`src/rtl/match_sequencer.sv`:
```
// Match flow controller for a two-player ball game: start synchronisation, serve
// countdown, live rally with hit-based speed steps, post-point pause and match end.
module match_sequencer #(
  parameter int WIN_SCORE   = 7,
  parameter int SERVE_TICKS = 8,
  parameter int PAUSE_TICKS = 16
) (
  input  logic       clkMain,
  input  logic       rstN,
  input  logic       btnStart,
  input  logic       tick,
  input  logic       pointA,
  input  logic       pointB,
  input  logic       hit,
  output logic       playing,
  output logic       ballReset,
  output logic       serveDir,
  output logic [3:0] scoreA,
  output logic [3:0] scoreB,
  output logic [1:0] winner,
  output logic [1:0] speedLevel,
  output logic [2:0] state
);

  typedef enum logic [2:0] {
    S_IDLE  = 3'd0,
    S_SERVE = 3'd1,
    S_RALLY = 3'd2,
    S_POINT = 3'd3,
    S_OVER  = 3'd4
  } state_e;

  state_e     state_q, state_d;
  logic [7:0] timer_q, timer_d;
  logic [3:0] score_a_q, score_a_d, score_b_q, score_b_d;
  logic [3:0] hit_cnt_q, hit_cnt_d;
  logic [1:0] winner_q, winner_d;
  logic       serve_dir_q, serve_dir_d;
  logic       ball_reset_q, ball_reset_d;
  logic       playing_q, playing_d;
  logic       sync1_q, sync2_q, sync3_q;
  logic [2:0] live_q;
  logic       start_edge;
  logic [3:0] score_a_inc, score_b_inc;

  // live_q fills with ones after reset release; an edge is only trusted once the
  // previous-sample flop holds a real button sample, so a held button never starts.
  always_ff @(posedge clkMain or negedge rstN) begin
    if (!rstN) begin
      sync1_q <= 1'b0;
      sync2_q <= 1'b0;
      sync3_q <= 1'b0;
      live_q  <= 3'b000;
    end else begin
      sync1_q <= btnStart;
      sync2_q <= sync1_q;
      sync3_q <= sync2_q;
      live_q  <= {live_q[1:0], 1'b1};
    end
  end

  assign start_edge  = sync2_q & ~sync3_q & live_q[2];
  assign score_a_inc = score_a_q + 4'd1;
  assign score_b_inc = score_b_q + 4'd1;

  always_comb begin
    state_d      = state_q;
    timer_d      = timer_q;
    score_a_d    = score_a_q;
    score_b_d    = score_b_q;
    hit_cnt_d    = hit_cnt_q;
    winner_d     = winner_q;
    serve_dir_d  = serve_dir_q;
    ball_reset_d = 1'b0;
    case (state_q)
      S_IDLE, S_OVER: begin
        if (start_edge) begin
          score_a_d    = 4'd0;
          score_b_d    = 4'd0;
          winner_d     = 2'b00;
          serve_dir_d  = 1'b1;
          timer_d      = 8'(SERVE_TICKS);
          hit_cnt_d    = 4'd0;
          ball_reset_d = 1'b1;
          state_d      = S_SERVE;
        end
      end
      S_SERVE: begin
        if (tick) begin
          if (timer_q <= 8'd1) state_d = S_RALLY;
          else                 timer_d = timer_q - 8'd1;
        end
      end
      S_RALLY: begin
        // pointA has priority over pointB; a point masks a coincident hit.
        if (pointA) begin
          score_a_d = score_a_inc;
          if (score_a_inc == 4'(WIN_SCORE)) begin
            winner_d = 2'b01;
            state_d  = S_OVER;
          end else begin
            timer_d     = 8'(PAUSE_TICKS);
            serve_dir_d = 1'b1;
            state_d     = S_POINT;
          end
        end else if (pointB) begin
          score_b_d = score_b_inc;
          if (score_b_inc == 4'(WIN_SCORE)) begin
            winner_d = 2'b10;
            state_d  = S_OVER;
          end else begin
            timer_d     = 8'(PAUSE_TICKS);
            serve_dir_d = 1'b0;
            state_d     = S_POINT;
          end
        end else if (hit && hit_cnt_q != 4'd15) begin
          hit_cnt_d = hit_cnt_q + 4'd1;
        end
      end
      S_POINT: begin
        if (tick) begin
          if (timer_q <= 8'd1) begin
            timer_d      = 8'(SERVE_TICKS);
            hit_cnt_d    = 4'd0;
            ball_reset_d = 1'b1;
            state_d      = S_SERVE;
          end else begin
            timer_d = timer_q - 8'd1;
          end
        end
      end
      default: state_d = S_IDLE;
    endcase
    playing_d = (state_d == S_RALLY);
  end

  always_ff @(posedge clkMain or negedge rstN) begin
    if (!rstN) begin
      state_q      <= S_IDLE;
      timer_q      <= 8'd0;
      score_a_q    <= 4'd0;
      score_b_q    <= 4'd0;
      hit_cnt_q    <= 4'd0;
      winner_q     <= 2'b00;
      serve_dir_q  <= 1'b0;
      ball_reset_q <= 1'b0;
      playing_q    <= 1'b0;
    end else begin
      state_q      <= state_d;
      timer_q      <= timer_d;
      score_a_q    <= score_a_d;
      score_b_q    <= score_b_d;
      hit_cnt_q    <= hit_cnt_d;
      winner_q     <= winner_d;
      serve_dir_q  <= serve_dir_d;
      ball_reset_q <= ball_reset_d;
      playing_q    <= playing_d;
    end
  end

  assign playing    = playing_q;
  assign ballReset  = ball_reset_q;
  assign serveDir   = serve_dir_q;
  assign scoreA     = score_a_q;
  assign scoreB     = score_b_q;
  assign winner     = winner_q;
  assign speedLevel = hit_cnt_q[3:2];
  assign state      = state_q;

endmodule

```
`config.mk`:
```
export PLATFORM = sky130hd
export DESIGN_NAME = match_sequencer
export DESIGN_NICKNAME = d
export VERILOG_FILES = /design/src/rtl/match_sequencer.sv
export SDC_FILE = /design/constraint.sdc
export NUM_CORES = 1
export LEC_CHECK = 0
export CORE_MARGIN = 10
export CORE_UTILIZATION = 50
export CTS_BUF_LIST = sky130_fd_sc_hd__clkbuf_4 sky130_fd_sc_hd__clkbuf_8
export CTS_CLUSTER_DIAMETER = 100
export DETAILED_ROUTE_END_ITERATION = 7
export GPL_TIMING_DRIVEN = 0
export HOLD_SLACK_MARGIN = 0.03
export PLACE_DENSITY = 0.76
export SETUP_SLACK_MARGIN = 0.3
export SYNTH_ARGS = -nofsm -noshare
export SYNTH_HDL_FRONTEND = slang
export SYNTH_SLANG_ARGS = --single-unit
```
`constraint.sdc`:
```
create_clock -name clkMain -period 5 [get_ports clkMain]
set_input_delay 1.5 -clock clkMain [delete_from_list [all_inputs] [get_ports clkMain]]
set_output_delay 1.5 -clock clkMain [all_outputs]
set_load 0.03 [all_outputs]
```
==> qor.txt <==
Critical Path Sink = state[2]
Worst-path clk slew = 80 ps
# diodes = 0
Post-layout nets = 246
DRT Wirelength = 4340 um
Clock Tree Buf Depth = 2
clock sinks = 34
Req. time, crit path = 3500 ps
post-synth top area share = 0.431
crit end category = output pin
DP Cell Count = 273
reg-to-reg slack, setup = 2810 ps
Die Span Y = 82.8 um
register bit total from synthesis = 34
final setup fails = 0
hold_buf cts = 0
# DRC = 0
synthesis-to-layout area growth = 20.2%
io pins = 25
status = finished, final reports clean
Placement Rows = 22
critical path class = register to output pin
cell area after synthesis = 1970 um2
Synth Area per Inst = 9.76 um2
chip width = 82.8 um
total congestion overflow = 0
hold path depth = 0
CP Data Arrival Time = 1530 ps
vias in the first global route = 1570
area of the core = 3740 um2
Worst Reg-to-Reg Cells = 7
Leakage = 0.988 nW
maximum VDD drop = 0.000249 V
YS warnings = 0
pin count of the biggest net entering global routing = 35
CP bufs+invs = 1
non-filler cells in the finished layout = 281
cell taking the most area after synthesis = dfrtp_1
async set-reset flop share out of synthesis = 1.00
latest clock arrival within the worst-skew pair = 290 ps
Vias/cell = 5.82
via count = 1635
first-pass GRT wire length = 7310 um
drt pass-1 iters = 4
final worst-path cycle share = 0.606
fin. max-slew vios = 0
Area contributors post-synth = dfrtp_1, ha_1, nand3_1, nor2_1, a21oi_1
Max-Cap Viols = 0
share of cells above drive strength 1 = 0.120
routability cong. = 0.853
Fillers = 335
commonest non-fill, non-tap cell in the layout = dfrtp_1
Seq/Total Area, Yosys = 0.431
overall routing resource usage = 0.124
crit path from = state[2]$_DFF_PN0_
top achievable clock speed = 0.330 GHz
RR Startpoint = timer_q[0]$_DFFE_PN0P_
detailed-placement wirelength estimate = 3130 um
Max stage delay on crit path = 730 ps
EDFF count, synth = 0
full die area = 6860 um2
slowest cell on the critical path = clkdlybuf4s50_1
CP Max Fanout = 9
most frequent cells in the layout = dfrtp_1, clkdlybuf4s50_1, nor2_1
Fin. Hold Viols = 0
Wirelength per Cell = 15.5 um
CTS resizes = 0
cts bufs inserted = 5
Critical Path Start Type = register
RSZ-0062 raised after global routing = false
Worst-Margin Slew = 750 ps
DRT iter0 DRCs = 89
DRT antenna net count = 0
Power per Cell Area = 434 nW/um2
most used flip-flop cell after synthesis = dfrtp_1
worst path cell trace = clkdlybuf4s50_1
clock root cell = clkbuf_8
H-tree depth = 2
Post-Route Setup TNS = 0 ps
CP Depth = 1
crit-path leading delay family = buffers and inverters
Slew HR = 0.500
initial core utilization = 0.527
setup bufs post-CTS = 0
Post-Syn Instances = 202
minimum clock period = 3030 ps
post-synth cell types = 61
Power Total = 1.03 mW
antenna violations before repair = 0
I/O Buffers = 23
syn nets = 216
CTS tree = yes
Post-Route Skew = 8.05 ps
Hold Crit Class = register to register
Critical R2R Capture = timer_q[3]$_DFFE_PN0P_
per-layer routing:
layer | vias to the layer above | GRT usage | wire length, um
met5 | - | 0 | 0
met4 | 0 | 0.0492 | 64
met3 | 7 | 0.0469 | 247
met2 | 35 | 0.191 | 1950
met1 | 792 | 0.152 | 2080
li1 | 801 | - | -
logic make-up after synthesis:
logic type               Yosys count  synth area share
flip-flops                        34             0.431
AND/OR/NAND/NOR                   76             0.223
other                              1           0.00190
XOR/XNOR                           4            0.0178
AO/OA/AOI/OAI                     57             0.221
multiplexers                       2            0.0108
buffers and inverters             21            0.0495
adder cells (fa/ha/maj)            7            0.0444
worst min path at each step:
| stage | startpoint | end | slack [ps] |
|---|---|---|---|
| floorplan | live_q[0]$_DFF_PN0_ | live_q[1]$_DFF_PN0_ | 330 |
| global placement | live_q[0]$_DFF_PN0_ | live_q[1]$_DFF_PN0_ | 330 |
| detailed placement | live_q[1]$_DFF_PN0_ | live_q[2]$_DFF_PN0_ | 330 |
| CTS | live_q[1]$_DFF_PN0_ | live_q[2]$_DFF_PN0_ | 350 |
| global route | sync1_q$_DFF_PN0_ | sync2_q$_DFF_PN0_ | 360 |
| finish | live_q[0]$_DFF_PN0_ | live_q[1]$_DFF_PN0_ | 350 |
sequential cells by signal, summed over array words and instances (netlist names):
name and cells:
timer_q 8, state 3, live_q 3, scoreB 4, playing 1, sync2_q 1
serveDir 1, hit_cnt_q 4, ballReset 1, sync3_q 1, scoreA 4, sync1_q 1
winner 2
power by group:
| part | internal, mW | switching, mW |
|---|---|---|
| sequential | 0.330 | 0.0604 |
| combinational | 0.165 | 0.217 |
| clock | 0.148 | 0.108 |
synth_stat cells (2+ instances only):
cell and n:
a21o_1 2, nor4b_1 3, buf_4 4, a211oi_1 2, inv_1 12, and3b_1 3
and3_1 2, clkbuf_1 2, o21a_1 2, nand2b_1 6, xnor2_1 3, nand3_1 15
dfrtp_1 34, o21ai_0 10, nand3b_1 3, nor2_1 18, ha_1 7, buf_2 3
a21oi_1 10, nor3b_1 2, a221o_2 2, nand2_1 10, o31ai_1 4, o211ai_1 3
nor3_2 2, o22ai_1 2, a31oi_1 2
layout make-up:
class,count,area [um2],share of cell area
multi-input combinational,147,1020,0.432
sequential,34,851,0.359
timing repair buffer,23,225,0.0950
clock buffer,5,68.8,0.0290
tap,48,60.1,0.0253
buffer,9,52.6,0.0222
clock inverter,3,45.0,0.0190
inverter,12,45.0,0.0190
stage by stage:
step           instance area (um2)  utilization  hold slack, ps  worst slack, ps
2_1_floorplan                 1970            -             331             2160
3_3_place_gp                  2260        0.604             333             1700
3_5_place_dp                  2260        0.603             335             1730
4_1_cts                       2370        0.633             353             1970
5_1_grt                       2370        0.633             360             1850
6_report                      2370        0.633             352             1970
(Power assumes the default switching activity.)
